`config.mk`:
```
export PLATFORM = sky130hd
export DESIGN_NAME = srl2par_flat
export DESIGN_NICKNAME = d
export VERILOG_FILES = /design/src/rtl/srl2par_if.sv /design/src/rtl/srl2par.sv /design/src/flat_wrapper.sv
export SDC_FILE = /design/constraint.sdc
export NUM_CORES = 1
export LEC_CHECK = 0
export CAP_MARGIN = 15
export CORE_MARGIN = 8
export CORE_UTILIZATION = 35
export DETAILED_ROUTE_END_ITERATION = 10
export PLACE_DENSITY_LB_ADDON = 0.12
export SETUP_SLACK_MARGIN = 0.3
export SYNTH_ARGS = -nofsm -noshare
export SYNTH_HDL_FRONTEND = slang
export SYNTH_SLANG_ARGS = --single-unit
```
`constraint.sdc`:
```
create_clock -name clk -period 3 [get_ports clk]
set_clock_uncertainty 0.15 [all_clocks]
set_input_delay 0.6 -clock clk [delete_from_list [all_inputs] [get_ports clk]]
set_output_delay 0.6 -clock clk [all_outputs]
set_load 0.1 [all_outputs]
```
`src/rtl/srl2par_if.sv`:
```
// Serial-in / parallel-out bus between a bit source and the srl2par deserialiser.
// master drives the serial side, slave (the deserialiser) drives the word side.
interface srl2par_if #(
   parameter int unsigned WIDTH = 4
);
   logic             srl;
   logic             srl_vld;
   logic             frm;
   logic [WIDTH-1:0] par;
   logic             par_vld;
   logic             locked;
   logic             frm_err;

   modport master (
      output srl,
      output srl_vld,
      output frm,
      input  par,
      input  par_vld,
      input  locked,
      input  frm_err
   );

   modport slave (
      input  srl,
      input  srl_vld,
      input  frm,
      output par,
      output par_vld,
      output locked,
      output frm_err
   );
endinterface

```
`src/rtl/srl2par.sv`:
```
// Frame-aligned serial-to-parallel converter: hunts for frm, assembles WIDTH-bit
// words, reports completions on par/par_vld and misplaced frm as frm_err.
module srl2par #(
   parameter int unsigned WIDTH     = 4,
   parameter bit          MSB_FIRST = 1'b0
) (
   input  logic     clk,
   input  logic     rst,
   srl2par_if.slave bus
);

   localparam int unsigned CntW = (WIDTH > 1) ? $clog2(WIDTH) : 1;

   typedef enum logic [0:0] {StHunt, StRecv} state_e;

   state_e           state_q;
   logic [CntW-1:0]  cnt_q;
   logic [WIDTH-1:0] sh_q;
   logic [WIDTH-1:0] par_q;
   logic             par_vld_q;
   logic             frm_err_q;

   logic [CntW-1:0]  pos;
   logic [CntW-1:0]  pos0;
   logic [WIDTH-1:0] ins_word;
   logic [WIDTH-1:0] start_word;
   logic             last_bit;

   // Map logical bit index to its physical position in the word.
   always_comb begin
      pos        = MSB_FIRST ? (CntW'(WIDTH - 1) - cnt_q) : cnt_q;
      pos0       = MSB_FIRST ? CntW'(WIDTH - 1) : '0;
      ins_word   = (cnt_q == '0) ? '0 : sh_q;
      ins_word[pos] = bus.srl;
      start_word = '0;
      start_word[pos0] = bus.srl;
      last_bit   = (cnt_q == CntW'(WIDTH - 1));
   end

   always_ff @(posedge clk or posedge rst) begin
      if (rst) begin
         state_q   <= StHunt;
         cnt_q     <= '0;
         sh_q      <= '0;
         par_q     <= '0;
         par_vld_q <= 1'b0;
         frm_err_q <= 1'b0;
      end else begin
         par_vld_q <= 1'b0;
         frm_err_q <= 1'b0;
         if (bus.srl_vld) begin
            unique case (state_q)
               StHunt: begin
                  if (bus.frm) begin
                     sh_q    <= start_word;
                     cnt_q   <= CntW'(1);
                     state_q <= StRecv;
                  end
               end
               StRecv: begin
                  if (bus.frm && (cnt_q != '0)) begin
                     // Misplaced word start: drop the partial word, restart on this bit.
                     frm_err_q <= 1'b1;
                     sh_q      <= start_word;
                     cnt_q     <= CntW'(1);
                  end else begin
                     sh_q <= ins_word;
                     if (last_bit) begin
                        par_q     <= ins_word;
                        par_vld_q <= 1'b1;
                        cnt_q     <= '0;
                     end else begin
                        cnt_q <= cnt_q + CntW'(1);
                     end
                  end
               end
               default: state_q <= StHunt;
            endcase
         end
      end
   end

   assign bus.par     = par_q;
   assign bus.par_vld = par_vld_q;
   assign bus.locked  = (state_q == StRecv);
   assign bus.frm_err = frm_err_q;

endmodule

```
`src/flat_wrapper.sv`:
```
// flat-port wrapper written by rule: the top's interface ports become plain ports
module srl2par_flat 
#(
   parameter int unsigned WIDTH     = 4,
   parameter bit          MSB_FIRST = 1'b0
)
  (clk, rst, bus_srl, bus_srl_vld, bus_frm, bus_par, bus_par_vld, bus_locked, bus_frm_err);
  srl2par_if #(.WIDTH(WIDTH)) bus_i ();
  input  logic clk;
  input  logic rst;
  input wire logic [$bits(bus_i.srl)-1:0] bus_srl;
  input wire logic [$bits(bus_i.srl_vld)-1:0] bus_srl_vld;
  input wire logic [$bits(bus_i.frm)-1:0] bus_frm;
  output wire logic [$bits(bus_i.par)-1:0] bus_par;
  output wire logic [$bits(bus_i.par_vld)-1:0] bus_par_vld;
  output wire logic [$bits(bus_i.locked)-1:0] bus_locked;
  output wire logic [$bits(bus_i.frm_err)-1:0] bus_frm_err;
  assign bus_i.srl = bus_srl;
  assign bus_i.srl_vld = bus_srl_vld;
  assign bus_i.frm = bus_frm;
  assign bus_par = bus_i.par;
  assign bus_par_vld = bus_i.par_vld;
  assign bus_locked = bus_i.locked;
  assign bus_frm_err = bus_i.frm_err;
  srl2par #(.WIDTH(WIDTH), .MSB_FIRST(MSB_FIRST)) u_core (.clk(clk), .rst(rst), .bus(bus_i));
endmodule
```
=== After elaboration in Yosys (flattened, before gate mapping) ===
Cells that the tools add are included.

* Register bits after elaboration: 13
* Bits of input ports: 5

* $add $sub $neg: 1
* Muxes and demuxes: 20
* Bitwise operators: 2
* Eq/ne operators: 2
* Reductions and logical operators: 6
* $lt $le $gt $ge: 2

{| class="wikitable"
|+ Operators by type and width
! kind !! number
|-
| $mux W4 || 3
|-
| $mux W1 || 10
|-
| $pmux W4 S2 || 1
|-
| $mux W2 || 3
|-
| $bwmux W4 || 1
|-
| $pmux W2 S2 || 1
|-
| $reduce_and A4 Y1 || 1
|-
| $lt A2 B3 Y1 const B || 1
|-
| $add A2 B1 Y2 const B || 1
|-
| $demux W1 S2 || 1
|-
| $eq A2 B2 Y1 const B || 1
|-
| $ge A2 B1 Y1 const B || 1
|-
| $logic_and A1 B1 Y1 || 2
|-
| $logic_not A2 Y1 || 1
|-
| $ne A2 B2 Y1 const B || 1
|-
| $not A1 Y1 || 2
|-
| $reduce_and A2 Y1 || 1
|-
| $reduce_bool A2 Y1 || 1
|}

=== Longest topological paths before layout ===
Gate-level depths: netlist of the first run.

* Depth in word-level cells: 7
* Mapped depth: 6

=== Worst setup path after synthesis of the first run ===
OpenSTA, ideal clock, no wires.

* Path type: reg-to-reg
* Start: register u_core.state_q, in the netlist u_core.bus.locked
* End: register u_core.par_q[0], in the netlist u_core.bus.par[0]
* Path slack: 903 ps
* Stages on the path, launching flop included: 5
* Required time: 2724 ps
* Data arrival time: 1821 ps
* Setup time: 126 ps
* Path through: dfrtp_1 > and2_4 > and3_4 > buf_6 > mux2_4

* Longest elaborated chain between the ends: 1

{| class="wikitable"
|+ Ends and longest elaborated chain
! item !! line !! source
|-
| start: declaration || srl2par.sv:16 || <nowiki>state_e state_q;</nowiki>
|-
| start signal: assignment || srl2par.sv:42 || <nowiki>state_q <= StHunt;</nowiki>
|-
| start signal: assignment || srl2par.sv:57 || <nowiki>state_q <= StRecv;</nowiki>
|-
| start signal: assignment || srl2par.sv:77 || <nowiki>default: state_q <= StHunt;</nowiki>
|-
| $reduce_and A4 Y1 (no source line) || -- ||
|-
| end signal: assignment || srl2par.sv:69 || <nowiki>par_q <= ins_word;</nowiki>
|-
| end: declaration || srl2par.sv:19 || <nowiki>logic [WIDTH-1:0] par_q;</nowiki>
|}

No other way between the ends.
A chain may end at the register's enable or synchronous reset.

=== Final worst setup path of the first run ===
* Start: input bus_srl_vld
* End: register u_core.par_q[3], in the netlist u_core.bus.par[3]

* Longest elaborated chain between the ends: 1

{| class="wikitable"
|+ Ends and longest elaborated chain
! item !! line !! source
|-
| start: declaration || flat_wrapper.sv:12 || <nowiki>input wire logic [$bits(bus_i.srl_vld)-1:0] bus_srl_vld;</nowiki>
|-
| $reduce_and A4 Y1 (no source line) || -- ||
|}

No other way between the ends.

==> results of run 1 <==
layer usage:
metal  track usage, %  part of all wire [%]  vias to the layer above
met4            5.245                   2.8                        0
met5                0                     0                        -
li1                 -                     -                      199
met2            10.51                    40                       12
met3            5.740                    11                        5
met1            7.623                    46                      189
final cells by class:
cell class,count,area [µm²]
Multi-Input combinational cell,32,286.5
Tap cell,17,21.27
Inverter,5,18.77
Fill cell,160,933.4
Timing Repair Buffer,11,92.59
Clock buffer,4,36.28
Sequential cell,12,300.3
registers in the layout, summed over array words and instances, names as in the netlist:
signal,cells
u_core.bus.frm_err,1
u_core.bus.locked,1
u_core.bus.par,4
u_core.bus.par_vld,1
u_core.cnt_q,2
u_core.sh_q,3
where the power goes:
part / total (mW) / switching [mW] / internal [mW]
sequential: 0.239 / 0.0288 / 0.210
clock: 0.127 / 0.0530 / 0.0739
combinational: 0.425 / 0.293 / 0.131
worst max-delay path, delay by kind of cell:
kind | cells | cell delay (ns)
buffers and inverters | 1 | 0.53
and+or+nand+nor | 2 | 0.40
muxes | 1 | 0.30
stage by stage:
| step | total power, mW | util [%] | cell area, µm² |
|---|---|---|---|
| after floorplan | 0.5876 | - | 616.8 |
| after detailed placement | 0.6691 | 42.59 | 719.4 |
| after global placement | 0.6709 | 42.59 | 719.4 |
| final | 0.7902 | 44.74 | 755.7 |
| after global routing | 0.8433 | 44.74 | 755.7 |
| after CTS | 0.8005 | 44.74 | 755.7 |
final timing paths:
| kind | depth (start not counted) | to | slack (ns) | from |
|---|---|---|---|---|
| min | 1 | u_core.sh_q[2]$_DFFE_PP0P_ | 0.35 | u_core.sh_q[2]$_DFFE_PP0P_ |
| max reg2reg | 5 | u_core.bus.par[3]$_DFFE_PP0P_ | 1.26 | u_core.cnt_q[0]$_DFFE_PP0P_ |
| max in group asynchronous | 2 | u_core.bus.locked$_DFFE_PP0P_ | 1.92 | rst |
| min in group asynchronous | 2 | u_core.bus.par[3]$_DFFE_PP0P_ | 0.48 | rst |
| min reg2reg | 1 | u_core.sh_q[2]$_DFFE_PP0P_ | 0.35 | u_core.sh_q[2]$_DFFE_PP0P_ |
| max | 4 | u_core.bus.par[3]$_DFFE_PP0P_ | 1.19 | bus_srl_vld |
cells in the final DEF (no fill, tap or decap), types with 3 or more instances in the layout:
cell type	netlist	routed
a21oi_1	4	4
buf_4	0	7
clkbuf_4	0	3
clkdlybuf4s50_1	0	4
dfrtp_1	12	12
ha_1	4	4
inv_1	5	5
kinds of logic (layout without fill, tap and decap cells):
kind of cell,after synthesis,in the layout,synth area share (%)
fa+ha+maj,4,4,8.114
mux,6,6,11.76
simple gates,11,11,14.61
compound gates,11,11,11.97
flops,12,12,48.68
buf+inv,6,20,4.868
==> impl_metrics.ini, run 1 <==
[floorplanning]
fp.dieH_um = 57.98
die_x_um = 57.98
row_count = 15
initial_core_util_pct = 36.52
core_region_area_um2 = 1689
io_pins = 12
dieArea_um2 = 3362

[critical_path]
cp-end-kind = register
crit_type = input port to register
worstPathMaxFanout = 5
start_kind = input port
crit_slowest_cell = clkdlybuf4s50_1
cp.arrival_ns = 1.82
worstPathRequired_ns = 3.02
slowest_delay_ns = 0.53
crit_chain = clkdlybuf4s50_1 -> and2_4 -> and3_4 -> mux2_4

[power_and_ir_drop]
p_per_area_nw_per_um2 = 1046
p_leak_nw = 0.3510
peakVddDrop_mv = 0.3791

[yosys]
synth_commonest_cells = dfrtp_1 (12), inv_1 (5), a21oi_1 (4), ha_1 (4)
synth.avg_cell_area_um2 = 12.34
synth-seq-area-share_pct = 48.68
synth_edf_count = 0
syn_nets = 59
syn_inst = 50
ys_ff_latch = 12
async_flop_share_pct = 100.0
synth_top_cell_by_area = dfrtp_1
yosys_warnings = 0
netlist_top_cells_area = dfrtp_1 (49%), ha_1 (8.1%), mux2_4 (4.9%)
yosysMostFrequentCell = dfrtp_1
ys.flop_type = dfrtp_1
netlist-cell-type-count = 23
synth_top_area_share_pct = 48.68
syn_area_um2 = 616.8

[timing]
final-setup-viol-count = 0
relSlewSlack_pct = 70.27
finalWorstSetupSlack_ns = 1.191
hold_ws_ns = 0.3468
tightest_slew_ns = 0.4454
period_needed_ns = 1.809
fmax_mhz = 552.9
rsz0062_at_grt = false
report.final.slew_viol_count = 0
finalCritPeriodShare_pct = 60.29
finalHoldViolCount = 0
fin_setup_tns_ns = 0

[finish]
area_growth_pct = 22.52
final_cells = 81
nets = 74
final_layout_size_suffix_gt1_share_pct = 29.69
diodes = 0

[route]
drt-total-wl_um = 1052
drc = 0
drt-vias-per-instance = 5.000
num_vias = 405
drt_pass1_iterations = 3
first_iter_violations = 3
antenna_left = 0
wire_per_inst_um = 12.99

[placement]
pre_cts_slack_ns = 0.8903
dp_cells = 77
port_buffers = 11
place_hpwl_um = 810.1
gp_congestion = 0.7317

[global_routing]
grt_overflow = 0
grt_usage_pct = 7.552
grt_pass1_wl_um = 1814
grt_max_degree = 13
antenna_found_initial = 0
grt_pass1_vias = 390

[cts]
numCtsBuffers = 3
clock-sinks = 12
worstSkewPairLatency_ns = 0.27
root_buffer = clkbuf_4
hold_buffers = 0
clk_pin_slew_ns = 0.07
cts_resized = 0
post_cts_buffers = 0
clock_path_buffers = 2
h-tree-depth = 1
tritoncts = built

[min_path]
hold_class = register to register

[job]
cap_viol_max_count = 0

[outcome]
status = completed
No activity file was read; power rests on OpenSTA's default activity.
==> run 2, diff against run 1 <==
clock period = 1.8 ns   (was 3 ns; I/O delays follow)
==> impl_metrics.ini, run 2 (synthesized netlist as in run 1, its figures left out) <==
[route]
antenna_left = 0
first_iter_violations = 5
drt-total-wl_um = 1323
drt_pass1_iterations = 4
num_vias = 475
drc = 0
drt-vias-per-instance = 5.220
wire_per_inst_um = 14.54

[cts]
worstSkewPairLatency_ns = 0.28
root_buffer = clkbuf_4
clk_pin_slew_ns = 0.08
h-tree-depth = 1
hold_buffers = 0
numCtsBuffers = 3
clock_path_buffers = 2
tritoncts = built
clock-sinks = 12

[job]
cap_viol_max_count = 0

[critical_path]
startpoint = u_core.cnt_q[1]$_DFFE_PP0P_
cp.arrival_ns = 1.56
worstPathMaxFanout = 5
crit_slowest_cell = dfrtp_1
slowest_delay_ns = 0.40
cp-end-kind = register
crit_chain = inv_2 -> ha_4 -> nand2b_4 -> and3_4 -> mux2_4
crit_type = register to register
start_kind = register
rr_startpoint = u_core.cnt_q[1]$_DFFE_PP0P_
worstPathRequired_ns = 1.81

[timing]
rsz0062_at_grt = true
fin_setup_tns_ns = 0
final-setup-viol-count = 0
finalHoldViolCount = 0
tightest_slew_ns = 0.4740
fmax_mhz = 648.5
relSlewSlack_pct = 68.36
period_needed_ns = 1.542
report.final.slew_viol_count = 0
finalCritPeriodShare_pct = 85.66

[global_routing]
grt_pass1_wl_um = 2208
grt_pass1_vias = 495
grt_overflow = 0
antenna_found_initial = 0
grt_max_degree = 13
grt_usage_pct = 8.496

[finish]
diodes = 0
final_core_util_pct = 56.81
area_growth_pct = 55.58
final_layout_size_suffix_gt1_share_pct = 50.00
largest_reg_flops = 4
nets = 84
layout_commonest_cell = dfrtp_1
mostFrequentLayoutCells = dfrtp_1 (11), buf_4 (9), buf_12 (7)

[power_and_ir_drop]
p_leak_nw = 0.4392
p_per_area_nw_per_um2 = 1675
peakVddDrop_mv = 0.9273

[outcome]
status = completed

[floorplanning]
core_region_area_um2 = 1689
die_x_um = 57.98
initial_core_util_pct = 36.52
row_count = 15
fp.dieH_um = 57.98
dieArea_um2 = 3362
io_pins = 12

[min_path]
hold_class = input port to async pin

[placement]
place_hpwl_um = 895.1
gp_congestion = 0.6870
port_buffers = 11
[run 2: cell count changes in the layout (fill, tap and decap cells not counted), sizes merged]
| cell | before | now |
|---|---|---|
| buf | 7 | 17 |
| clkdlybuf4s50 | 4 | 3 |
| dlymetal6s2s | 0 | 1 |
[run 2: worst max-delay path: cells and delay by family, from the launching register on]
kind                     cells  cell delay (ns)
flip-flops                   1             0.40
AND/OR/NAND/NOR              2             0.34
multiplexers                 1             0.29
adder cells (fa/ha/maj)      1             0.16
buffers and inverters        1             0.09
[run 2: final cells by class]
type | count | area, µm²
Clock buffer | 4 | 36.28
Fill cell | 152 | 729.5
Inverter | 5 | 18.77
Multi-Input combinational cell | 32 | 317.8
Sequential cell | 12 | 304.0
Tap cell | 17 | 21.27
Timing Repair Buffer | 21 | 261.5
[run 2: final timing paths]
| path | end | slack, ns | depth (start not counted) |
|---|---|---|---|
| worst max register to register | u_core.bus.par[3]$_DFFE_PP0P_ | 0.26 | 5 |
| worst max-delay path | u_core.bus.par[3]$_DFFE_PP0P_ | 0.26 | 5 |
| min in group clk | u_core.sh_q[2]$_DFFE_PP0P_ | 0.34 | 1 |
| max in group asynchronous | u_core.bus.locked$_DFFE_PP0P_ | 0.90 | 2 |
| worst min register to register | u_core.sh_q[2]$_DFFE_PP0P_ | 0.34 | 1 |
| worst min-delay path | u_core.bus.locked$_DFFE_PP0P_ | 0.25 | 2 |
[run 2: routing by layer]
| metal | share of wire [%] | vias up | wire length [µm] | GRT usage (%) |
|---|---|---|---|---|
| met2 | 46 | 17 | 609 | 13.06 |
| met1 | 43 | 232 | 575 | 9.138 |
| met5 | 0 | - | 0 | 0 |
| met4 | 2.2 | 0 | 29 | 6.294 |
| li1 | - | 222 | - | - |
| met3 | 8.2 | 4 | 109 | 3.532 |
[run 2: through the flow]
step | hold WS (ns) | area [µm²] | cells | setup slack (ns) | power (mW)
2_1_floorplan | 0.07472 | 623.1 | 50 | 0.1469 | 0.9832
3_3_place_gp | 0.3236 | 835.8 | 80 | 0.006200 | 1.269
3_5_place_dp | 0.3292 | 835.8 | 80 | 0.01200 | 1.275
4_1_cts | 0.2711 | 912.1 | 88 | 0.2800 | 1.561
5_1_grt | 0.3065 | 959.7 | 91 | 0.2179 | 1.685
6_report | 0.2461 | 959.7 | 91 | 0.2581 | 1.608
[run 2: repair_timing]
action | CTS | global route
buffers inserted | 4 | 3
pin swaps | 2 | 0
setup endpoints to repair | 7 | 9
resized for setup | 3 | 7
[run 2: power breakdown]
| group | leakage, nW | total [mW] | switching [mW] | internal (mW) |
|---|---|---|---|---|
| Clock | 0.0210 | 0.220 | 0.0971 | 0.123 |
| Combinational | 0.270 | 0.969 | 0.537 | 0.433 |
| Sequential | 0.148 | 0.418 | 0.0690 | 0.349 |
| Total | 0.439 | 1.61 | 0.703 | 0.905 |
==> run 3, diff against run 2 <==
CORE_MARGIN = 2   (was 8)
==> impl_metrics.ini, run 3 (synthesized netlist as in run 1, its figures left out) <==
[outcome]
status = completed

[finish]
largest_reg_flops = 4
diodes = 0
final_core_util_pct = 55.56
layout_commonest_cell = dfrtp_1
mostFrequentLayoutCells = dfrtp_1 (11), buf_4 (9), buf_12 (7)
final_cells = 90
design_area_um2 = 938.4
nets = 83
fill_cells = 144
final_layout_size_suffix_gt1_share_pct = 46.58
area_growth_pct = 52.13

[placement]
dp_cells = 80
gp_congestion = 0.6834
pre_cts_slack_ns = 0.001443
place_area_um2 = 835.8
place_hpwl_um = 819.8
port_buffers = 11

[timing]
relSlewSlack_pct = 69.17
fmax_mhz = 646.0
finalCritPeriodShare_pct = 86.00
finalWorstSetupSlack_ns = 0.2520
final-setup-viol-count = 0
rsz0062_at_grt = true
tightest_slew_ns = 0.4619
finalHoldViolCount = 0
fin_setup_tns_ns = 0
period_needed_ns = 1.548
hold_ws_ns = 0.2515
report.final.slew_viol_count = 0

[global_routing]
antenna_found_initial = 0
grt_overflow = 0
grt_pass1_wl_um = 2035
grt_max_degree = 13
grt_pass1_vias = 472
grt_usage_pct = 14.04

[power_and_ir_drop]
p_total_mw = 1.578
peakVddDrop_mv = 0.6754
p_per_area_nw_per_um2 = 1682
p_leak_nw = 0.4333

[critical_path]
r2r_cells = 5
start_kind = register
slowest_delay_ns = 0.40
path_depth = 5
crit_chain = inv_2 -> ha_4 -> nand2b_4 -> and3_4 -> mux2_4
path_delay_family = flip-flops
crit_buf_inv = 1
worstPathMaxFanout = 5
crit_slowest_cell = dfrtp_1
worstPathRequired_ns = 1.82
cp.arrival_ns = 1.56
crit_type = register to register
cp-end-kind = register

[floorplanning]
io_pins = 12
die_x_um = 45.98
row_count = 15
core_region_area_um2 = 1689
dieArea_um2 = 2114
initial_core_util_pct = 36.52
fp.dieH_um = 45.98

[cts]
tritoncts = built
numCtsBuffers = 3
root_buffer = clkbuf_4
worstSkewPairLatency_ns = 0.28
clock_path_buffers = 2
clk_pin_slew_ns = 0.08
clock-sinks = 12
h-tree-depth = 1

[route]
drc = 0
wl_met2_um = 571
drt-total-wl_um = 1212
wire_per_inst_um = 13.47
wl_met1_um = 557
wl_met3_um = 45
highest_layer = met4
first_iter_violations = 3
num_vias = 458
antenna_left = 0
drt_pass1_iterations = 4
drt-vias-per-instance = 5.089

[min_path]
hold_class = input port to async pin

[job]
cap_viol_max_count = 0
run 3: what timing repair did:
action	in CTS	in global routing
endpoints found under the setup margin	7	7
cloned	0	0
endpoints found under the hold margin	0	0
gates resized for setup	3	3
hold buffers	0	0
setup buffers	4	2
pin swaps	2	2
run 3: area by class of cell:
type	count	area [µm²]	share of cell area, %
clock buffer	4	36.28	3.867
inverter	5	18.77	2.000
multi-input combinational	32	307.8	32.80
sequential	12	304.0	32.40
tap	17	21.27	2.267
timing repair buffer	20	250.2	26.67
run 3: per-layer routing:
layer,vias to the layer above,global-route usage (%)
met5,-,0
met4,0,10.29
met3,5,2.381
met2,12,21.94
met1,220,17.12
li1,221,-
run 3: worst reg2reg max path, stage by stage (launching register included):
cell	delay (ns)
dfrtp_1	0.40
inv_2	0.09
ha_4	0.16
nand2b_4	0.13
and3_4	0.21
mux2_4	0.30
run 3: report_power, final:
group	switching, mW	leakage (nW)	internal, mW
sequential	0.0675	0.148	0.349
clock	0.0948	0.0210	0.123
combinational	0.527	0.264	0.417
run 3: worst paths after layout:
| kind | start | to | slack, ns |
|---|---|---|---|
| max in group asynchronous | rst | u_core.bus.locked$_DFFE_PP0P_ | 0.90 |
| worst max-delay path | u_core.cnt_q[1]$_DFFE_PP0P_ | u_core.bus.par[3]$_DFFE_PP0P_ | 0.25 |
| worst max register to register | u_core.cnt_q[1]$_DFFE_PP0P_ | u_core.bus.par[3]$_DFFE_PP0P_ | 0.25 |
| worst min register to register | u_core.sh_q[1]$_DFFE_PP0P_ | u_core.sh_q[1]$_DFFE_PP0P_ | 0.36 |
| worst min-delay path | rst | u_core.bus.frm_err$_DFF_PP0_ | 0.25 |
| min in group clk | bus_frm | u_core.bus.locked$_DFFE_PP0P_ | 0.33 |
